File: src/rtl/wm_pkg.sv
// rtl/wm_pkg.sv - shared appliance phase encoding and default duration widths
package wm_pkg;

    localparam int PW_DEF = 5;
    localparam int TW_DEF = 8;

    typedef enum logic [2:0] {
        PH_IDLE  = 3'd0,
        PH_WASH  = 3'd1,
        PH_RINSE = 3'd2,
        PH_SPIN  = 3'd3,
        PH_DONE  = 3'd4
    } phase_t;

endpackage

File: src/rtl/wm_min_prescaler.sv
// rtl/wm_min_prescaler.sv - divides tick_en strobes down to one pulse per minute
module wm_min_prescaler
    import wm_pkg::*;
#(
    parameter int TICKS_PER_MIN = 60
) (
    input  logic clk,
    input  logic rst,
    input  logic tick_en,
    input  logic en,
    input  logic clr,
    output logic minute_pulse
);

    localparam logic [7:0] LAST = 8'(TICKS_PER_MIN - 1);

    logic [7:0] cnt;

    // Pulse on the tick that completes a minute; the counter wraps on that same edge.
    assign minute_pulse = tick_en && en && (cnt == LAST);

    // Count enabled ticks; holding en low freezes the count instead of clearing it.
    always_ff @(posedge clk) begin
        if (rst || clr) begin
            cnt <= 8'd0;
        end else if (tick_en && en) begin
            cnt <= (cnt == LAST) ? 8'd0 : cnt + 8'd1;
        end
    end

endmodule

File: src/rtl/wm_cycle_runner.sv
// rtl/wm_cycle_runner.sv - sequences wash, rinse and spin from latched durations
module wm_cycle_runner
    import wm_pkg::*;
#(
    parameter int TICKS_PER_MIN = 60,
    parameter int PW            = PW_DEF,
    parameter int TW            = TW_DEF
) (
    input  logic          clk,
    input  logic          rst,
    input  logic          tick_en,
    input  logic          start,
    input  logic          abort,
    input  logic          pause,
    input  logic [PW-1:0] wash_t,
    input  logic [PW-1:0] rinse_t,
    input  logic [PW-1:0] spin_t,
    output logic [2:0]    phase,
    output logic [PW-1:0] rem_phase,
    output logic [TW-1:0] rem_total,
    output logic          motor_on,
    output logic          spin_fast,
    output logic          busy,
    output logic          done
);

    localparam logic [PW-1:0] ONE_MIN = {{(PW-1){1'b0}}, 1'b1};

    phase_t        phase_q, phase_n;
    logic [PW-1:0] rem_phase_q, rem_phase_n;
    logic [TW-1:0] rem_total_q, rem_total_n;
    logic [PW-1:0] wash_q, wash_n, rinse_q, rinse_n, spin_q, spin_n;
    logic          done_q, done_n;
    logic          running, start_acc, minute_pulse;
    logic [TW-1:0] sum_in;
    phase_t        first_ph, adv_ph;

    function automatic logic [TW-1:0] widen(input logic [PW-1:0] v);
        return {{(TW-PW){1'b0}}, v};
    endfunction

    // First phase after cur (in wash, rinse, spin order) whose duration is nonzero.
    function automatic phase_t next_after(input phase_t cur, input logic [PW-1:0] w,
                                          input logic [PW-1:0] r, input logic [PW-1:0] s);
        phase_t nxt;
        nxt = PH_DONE;
        if (cur == PH_IDLE && w != '0)
            nxt = PH_WASH;
        else if ((cur == PH_IDLE || cur == PH_WASH) && r != '0)
            nxt = PH_RINSE;
        else if ((cur == PH_IDLE || cur == PH_WASH || cur == PH_RINSE) && s != '0)
            nxt = PH_SPIN;
        return nxt;
    endfunction

    function automatic logic [PW-1:0] dur_of(input phase_t ph, input logic [PW-1:0] w,
                                             input logic [PW-1:0] r, input logic [PW-1:0] s);
        logic [PW-1:0] d;
        case (ph)
            PH_WASH:  d = w;
            PH_RINSE: d = r;
            PH_SPIN:  d = s;
            default:  d = '0;
        endcase
        return d;
    endfunction

    assign running   = (phase_q == PH_WASH) || (phase_q == PH_RINSE) || (phase_q == PH_SPIN);
    assign sum_in    = widen(wash_t) + widen(rinse_t) + widen(spin_t);
    assign first_ph  = next_after(PH_IDLE, wash_t, rinse_t, spin_t);
    assign adv_ph    = next_after(phase_q, wash_q, rinse_q, spin_q);
    assign start_acc = !abort && start && (phase_q == PH_IDLE || phase_q == PH_DONE)
                       && (sum_in != '0);

    wm_min_prescaler #(
        .TICKS_PER_MIN(TICKS_PER_MIN)
    ) u_prescaler (
        .clk          (clk),
        .rst          (rst),
        .tick_en      (tick_en),
        .en           (running && !pause),
        .clr          (abort || start_acc),
        .minute_pulse (minute_pulse)
    );

    // Next-state: abort beats start, start beats minute timing.
    always_comb begin
        phase_n     = phase_q;
        rem_phase_n = rem_phase_q;
        rem_total_n = rem_total_q;
        wash_n      = wash_q;
        rinse_n     = rinse_q;
        spin_n      = spin_q;
        done_n      = 1'b0;
        if (abort) begin
            if (phase_q != PH_IDLE) begin
                phase_n     = PH_IDLE;
                rem_phase_n = '0;
                rem_total_n = '0;
            end
        end else if (start_acc) begin
            wash_n      = wash_t;
            rinse_n     = rinse_t;
            spin_n      = spin_t;
            phase_n     = first_ph;
            rem_phase_n = dur_of(first_ph, wash_t, rinse_t, spin_t);
            rem_total_n = sum_in;
        end else if (minute_pulse) begin
            rem_total_n = (rem_total_q != '0) ? rem_total_q - 1'b1 : '0;
            if (rem_phase_q <= ONE_MIN) begin
                if (adv_ph == PH_DONE) begin
                    phase_n     = PH_DONE;
                    rem_phase_n = '0;
                    rem_total_n = '0;
                    done_n      = 1'b1;
                end else begin
                    phase_n     = adv_ph;
                    rem_phase_n = dur_of(adv_ph, wash_q, rinse_q, spin_q);
                end
            end else begin
                rem_phase_n = rem_phase_q - 1'b1;
            end
        end
    end

    // State register with synchronous reset.
    always_ff @(posedge clk) begin
        if (rst) begin
            phase_q     <= PH_IDLE;
            rem_phase_q <= '0;
            rem_total_q <= '0;
            wash_q      <= '0;
            rinse_q     <= '0;
            spin_q      <= '0;
            done_q      <= 1'b0;
        end else begin
            phase_q     <= phase_n;
            rem_phase_q <= rem_phase_n;
            rem_total_q <= rem_total_n;
            wash_q      <= wash_n;
            rinse_q     <= rinse_n;
            spin_q      <= spin_n;
            done_q      <= done_n;
        end
    end

    assign phase     = phase_q;
    assign rem_phase = rem_phase_q;
    assign rem_total = rem_total_q;
    assign busy      = running;
    assign motor_on  = running && !pause;
    assign spin_fast = (phase_q == PH_SPIN) && !pause;
    assign done      = done_q;

endmodule

File: config.mk
export PLATFORM = sky130hd
export DESIGN_NAME = wm_cycle_runner
export DESIGN_NICKNAME = d
export VERILOG_FILES = /design/src/rtl/wm_pkg.sv /design/src/rtl/wm_min_prescaler.sv /design/src/rtl/wm_cycle_runner.sv
export SDC_FILE = /design/constraint.sdc
export NUM_CORES = 1
export LEC_CHECK = 0
export CAP_MARGIN = 10
export CORE_ASPECT_RATIO = 1.75
export CORE_MARGIN = 2
export CORE_UTILIZATION = 59
export DETAILED_ROUTE_END_ITERATION = 8
export HOLD_SLACK_MARGIN = 0.1
export PLACE_DENSITY = 0.86
export SLEW_MARGIN = 20
export SYNTH_ARGS = -nofsm -noshare
export SYNTH_HDL_FRONTEND = slang
export SYNTH_SLANG_ARGS = --single-unit
File: constraint.sdc
create_clock -name clk -period 5.8 [get_ports clk]
set_clock_uncertainty 0.1 [all_clocks]
set_input_delay 0.58 -clock clk [delete_from_list [all_inputs] [get_ports clk]]
set_output_delay 0.58 -clock clk [all_outputs]
set_load 0.02 [all_outputs]
* Yosys cells after proc, flatten, opt, wreduce, memory -nomap -nowiden
Index checks and enable logic that the tools add are counted.
W data, S select, Z words.
** Word-level totals
- Bits in registers :: 40
- Input port bits :: 21
- Output and inout port bits :: 20
- Logic and storage cells :: 94
** Operators by class
- Add/subtract/negate cells :: 5
- $lt $le $gt $ge :: 1
- Eq/ne operators :: 13
- Mux-type cells :: 29
- Bitwise operators :: 3
- Reduce and logical (&&, ||, !) cells :: 35
** Operators with widths (number)
- $mux W8 :: 8
- $mux W3 :: 12
- $mux W5 :: 6
- $pmux W5 S3 :: 2
- $reduce_bool A5 Y1 :: 6
- $eq A3 B2 Y1 const B :: 6
- $reduce_bool A8 Y1 :: 2
- $logic_and A1 B1 Y1 :: 10
- $eq A3 B1 Y1 const B :: 3
- $reduce_bool A3 Y1 :: 3
- $add A8 B1 Y8 const B :: 1
- $eq A8 B6 Y1 const B :: 1
- $sub A8 B1 Y8 const B :: 1
- $add A6 B5 Y7 :: 1
- $logic_or A1 B1 Y1 :: 7
- $add A5 B5 Y6 :: 1
- $eq A3 B3 Y1 const B :: 2
- $le A5 B1 Y1 const B :: 1
- $reduce_or A5 Y1 :: 1
- $sub A5 B1 Y5 const B :: 1
- $reduce_and A2 Y1 :: 2
- $logic_not A3 Y1 :: 1
- $not A1 Y1 :: 3
- $reduce_and A3 Y1 :: 1
- other kinds (3) :: 4

* Logic depth before layout (Yosys ltp)
- Depth in word-level cells :: 14
- Gate-level depth with buffers :: 14
- Gate-level depth less buffers :: 12

* Hierarchy
A second synthesis with hierarchy kept.
** Unflattened totals
- Cell total of the unflattened synthesis :: 334
- Area total of the unflattened synthesis :: 2802.7 um^2
** By module, submodules not included
- wm_cycle_runner :: instances 1, cells an instance 288, area each 2407.3 um^2, sequential area each 640.6 um^2
- wm_min_prescaler :: instances 1, cells an instance 46, area each 395.4 um^2, sequential area each 160.2 um^2

* Least setup slack after synthesis
OpenSTA, ideal clock, no wires.
- Path type :: input to register
- Start point :: input port wash_t[1]
- End point :: register u_prescaler.cnt[0]
- Setup time :: 0.065 ns
- Arrival :: 3.306 ns
- Data required time :: 5.635 ns
- Setup slack :: 2.329 ns
- Stages :: 14
- Buffers on the path :: 2
- Path through :: inv_1 -> fa_1 -> inv_1 -> ha_1 -> inv_1 -> fa_1 -> xnor2_1 -> nor4b_1 -> mux2i_1 -> o21a_1 -> buf_2 -> or4_1 -> clkbuf_1 -> nor2_1
** Between the ends
- Cells in the longest elaborated chain, start to end :: 6
** RTL lines
- from (decl) :: line wm_cycle_runner.sv:15 : input logic [PW-1:0] wash_t,
- $add A5 B5 Y6 :: line wm_cycle_runner.sv:69 : assign sum_in = widen(wash_t) + widen(rinse_t) + widen(spin_t);
- $add A6 B5 Y7 :: line wm_cycle_runner.sv:69
- $reduce_bool A8 Y1 :: line wm_cycle_runner.sv:73 : && (sum_in != '0);
- $logic_and A1 B1 Y1 :: line wm_cycle_runner.sv:73
- $logic_or A1 B1 Y1 :: line wm_cycle_runner.sv:82 : .clr (abort || start_acc),
- $logic_or A1 B1 Y1 :: line wm_min_prescaler.sv:24 : if (rst || clr) begin
- to (signal assigned) :: line wm_min_prescaler.sv:27 : cnt <= (cnt == LAST) ? 8'd0 : cnt + 8'd1;
- to (decl) :: line wm_min_prescaler.sv:17 : logic [7:0] cnt;
Every way passes these cells.
A chain may end at the register's enable or synchronous reset.

* Final worst setup path
- Start point :: input port wash_t[1]
- End point :: register spin_q[4]
** Between the ends
- Cells in the longest elaborated chain, start to end :: 5
** RTL lines
- $add A5 B5 Y6 :: line wm_cycle_runner.sv:69
- $add A6 B5 Y7 :: line wm_cycle_runner.sv:69
- $reduce_bool A8 Y1 :: line wm_cycle_runner.sv:73
- $logic_and A1 B1 Y1 :: line wm_cycle_runner.sv:73
- $reduce_and A2 Y1 (no line)
- to (signal assigned) :: line wm_cycle_runner.sv:142 : spin_q <= spin_n;
- to (decl) :: line wm_cycle_runner.sv:32 : logic [PW-1:0] wash_q, wash_n, rinse_q, rinse_n, spin_q, spin_n;
Every way passes these cells.

==> run summary <==
The flow ran to the end, and the final reports show no timing, DRC or antenna violations. The library cell used most frequently in the layout, excluding fill and tap cells, is sky130_fd_sc_hd__nor2_1. In the layout the commonest cells are sky130_fd_sc_hd__nor2_1 (49), sky130_fd_sc_hd__dfxtp_1 (40), sky130_fd_sc_hd__clkdlybuf4s50_1 (39). Among all flip-flop cells after synthesis, the most frequent one is sky130_fd_sc_hd__dfxtp_1. The global router's overall resource usage came out at 29.6%. The tools report the number of buffers created by CTS as 5. The setup violation total in the final timing report is 0. For the worst-skew pair, the clock arrives at the later sink with an insertion delay of 0.30 ns.

The tools report the cell area after synthesis as 2840 um^2. The remaining max-slew budget at the tightest pin is 33.2%, and the number of sinks on the clock net is 40. Hold is met by 0.405 ns. Together, buffers and inverters on the worst path number 5. Across the whole layout, storage elements account for 801 um^2. The detail route stage leaves a number of antenna-violating nets equal to 0. The detailed-router iteration count before antenna repair is 4, and the power density normalized to cell area is 267 nW/um^2. During synthesis, Yosys emitted a total of 0 warnings. A synthesized cell averages 8.17 um^2. The root buffer selected by CTS was sky130_fd_sc_hd__clkbuf_8. From bottom edge to top edge, the die measures 95.8 um. The critical setup path kind was primary input to flip-flop.

Before CTS, the worst setup slack after placement is 1.22 ns. The slowest cell on the critical path was sky130_fd_sc_hd__o21a_1. Based on the critical path, the design can be clocked at up to 0.235 GHz.

The initial utilization of the core area, before any placement, comes to 61.0%. Core utilization of the finished layout: 71.9%. The number of fill cells was 417; the number of synthesized register bits was 40.

The first global-routing pass estimated 12.6 mm of wire. The post-layout minimum cycle time is 4.25 ns, and the total half-perimeter wirelength after legalization and detailed placement is 5.95 mm. The die covers 5410 um^2. Among cell families on the critical path, the largest total delay comes from buffers and inverters.

After global routing the overflow that remains totals 0. Synthesis produced 348 cells. In this run the most critical hold path is launched from u_prescaler.cnt[5]. The most critical setup path has its startpoint at wash_t[1].

Entering global routing, the biggest net connects 33 pins. In this run the standard cell core region covers 4670 um^2. Data on the critical path is required at its endpoint by 5.87 ns. Number of placed cells counting well taps: 428. Setup slack on the critical path of the routed design comes to 1.55 ns. The number of failing hold endpoints at the final stage was 0. For the post-cts sizing count, the log shows 0. The worst hold path belongs to the class flip-flop to flip-flop. The via-per-instance ratio works out to 6.53. The logs give 419 for the count of nets after finishing and 0 for the post-CTS setup repair buffer count. The number of levels the H-tree was split into is 2. The initialized floorplan defines 33 standard-cell rows.

After detailed routing, the total wire length is 7.86 mm. After clock tree synthesis, the clock-pin slew on the worst setup and hold paths is 0.08 ns. The maximum single-stage delay on the critical path was 0.67 ns; the number of enable-type register cells in the synthesized netlist was 0. In this run, distinct cell masters in the synthesized netlist total 58. The area after detailed placement came out at 3250 um^2. The number of global-route vias before repair is 2,707. TritonCTS built the clock tree. The count of antenna diodes in the layout was 0; the number of standard cells in the layout, taps in and fillers out was 436. Routability-driven placement finished with a final weighted congestion of 0.968. In the final layout, the share of cells above drive strength 1 is 5.73%. Setup repair after global routing left no endpoint under its margin. The chip width works out to 56.5 um. The starting DRC count in detailed routing is 93. In the final layout, the multi-input gates occupy 1900 um^2.

At the worst endpoint, the arrival time is 4.33 ns. The share of the Yosys chip area taken by registers is 28.2%. The worst setup path is launched from a primary input. The number of slew-limit violations in the final report was 0; the number of input and output port buffers inserted was 40. Power comes to 0.895 mW. Detailed routing inserted a total of 2,846 vias. Across the run, the number of max-cap violations was 0.

During I/O placement, the number of pins put on the boundary was 41. Traced cell by cell, the critical path runs through clkdlybuf4s50_1, inv_1, fa_1, inv_1, ha_1, inv_1, fa_1, xnor2_1, nor4b_1, mux2i_1, o21a_1, buf_4, mux2i_1, nor2_1. Summed over all cells, the static leakage comes to 1.19 nW.

After clock tree synthesis, the flow added hold-fix buffers numbering 0. Number of nets in the synthesized netlist: 384. For the largest buffer count on any clock path, the log shows 2. STA classifies the critical path endpoint as a flip-flop. Largest fanout on the critical path: 23. The cell type with the highest occurrence count on the critical path is sky130_fd_sc_hd__inv_1. The worst register-to-register path begins at phase[2]. The number of remaining DRC errors is 0, and the area growth from synthesis to layout is 18.0%. Fraction of registers with async set/reset: 0%.

The tools report the initial antenna violation count as 0. For the pin with the worst max-slew slack, the measured transition is 0.994 ns. Across the VDD grid, the largest voltage drop is 228 uV. The mean routed wirelength per cell was 18.0 um. The summed area of non-filler cells in the final layout is 3360 um^2, and the final sum of negative setup slack is 0 ns.

The worst path uses 73.3% of the clock period.
[path summary, 6_finish.rpt]
check,to,slack [ns],cells after the start
setup / recovery,spin_q[4],1.55,14
hold / removal,u_prescaler.cnt[5],0.41,2
setup reg to reg,rem_phase[3],2.97,5
hold reg to reg,u_prescaler.cnt[5],0.41,2
[registers in the layout, summed over array words and instances, names as in the netlist]
signal           count
rem_total            8
rinse_q              5
wash_q               5
spin_q               5
phase                3
rem_phase            5
u_prescaler.cnt      8
done                 1
[routing by layer]
metal  global-route usage [%]  wire length [um]
met2                     53.9              4190
met1                     30.8              2950
met5                        0                 0
met4                     19.8               369
met3                     4.70               350
[Yosys cell counts (2+ instances only)]
cell type,number,area share (%)
sky130_fd_sc_hd__nor2_1,49,6.5
sky130_fd_sc_hd__dfxtp_1,40,28
sky130_fd_sc_hd__mux2i_1,24,8.4
sky130_fd_sc_hd__nor3_1,22,3.9
sky130_fd_sc_hd__nand2_1,21,2.8
sky130_fd_sc_hd__a21oi_1,20,3.5
sky130_fd_sc_hd__inv_1,18,2.4
sky130_fd_sc_hd__ha_1,9,4.0
sky130_fd_sc_hd__o211ai_1,8,2.1
sky130_fd_sc_hd__a311oi_1,7,2.2
sky130_fd_sc_hd__clkbuf_1,7,0.92
sky130_fd_sc_hd__o21ai_0,7,1.2
sky130_fd_sc_hd__a211oi_1,6,1.6
sky130_fd_sc_hd__buf_2,6,1.1
sky130_fd_sc_hd__fa_1,6,4.2
sky130_fd_sc_hd__nand3_1,6,1.1
sky130_fd_sc_hd__xnor2_1,6,1.8
sky130_fd_sc_hd__xor2_1,6,1.8
sky130_fd_sc_hd__a31oi_1,5,1.1
sky130_fd_sc_hd__nand4_1,5,1.1
sky130_fd_sc_hd__and3_1,4,0.88
sky130_fd_sc_hd__nand3b_1,4,1.1
sky130_fd_sc_hd__nor4_1,4,0.88
sky130_fd_sc_hd__or4_1,4,1.1
sky130_fd_sc_hd__a22oi_1,3,0.79
sky130_fd_sc_hd__and2_1,3,0.66
sky130_fd_sc_hd__o21a_1,3,0.79
sky130_fd_sc_hd__o21bai_1,3,0.79
sky130_fd_sc_hd__o221ai_1,3,0.92
sky130_fd_sc_hd__o31ai_1,3,0.79
sky130_fd_sc_hd__nand2b_1,2,0.44
sky130_fd_sc_hd__nor2b_1,2,0.44
sky130_fd_sc_hd__nor4b_1,2,0.62
sky130_fd_sc_hd__o2111ai_1,2,0.62
sky130_fd_sc_hd__o21ai_1,2,0.35
sky130_fd_sc_hd__o311ai_0,2,0.62
sky130_fd_sc_hd__o41ai_1,2,0.62
sky130_fd_sc_hd__or4_4,2,0.79
[worst reg2reg max path, delay by kind of cell, from the launching register on]
kind	cells	cell delay, ns
flip-flops	1	0.48
AND/OR/NAND/NOR	3	1.42
AO/OA/AOI/OAI	2	0.72
[cells by family after synthesis]
group / synth area share [%]
multiplexers: 8.45
XOR/XNOR: 3.70
AO/OA/AOI/OAI: 22.4
AND/OR/NAND/NOR: 24.0
buffers and inverters: 5.10
adder cells (fa/ha/maj): 8.18
flip-flops: 28.2
[cell type report]
cell class                 count  area share (%)
multi-input combinational    275            56.5
clock inverter                 2            1.04
tap                           52            1.94
clock buffer                   6            2.16
inverter                      18            2.01
timing repair buffer          43            12.4
sequential                    40            23.9
[report_power, final]
part | leakage, nW | internal [mW] | total (mW) | switching (mW)
clock network | 0.0552 | 0.128 | 0.230 | 0.103
registers | 0.326 | 0.292 | 0.321 | 0.0290
logic | 0.805 | 0.144 | 0.344 | 0.200
Power figures use the tool's default switching activity.
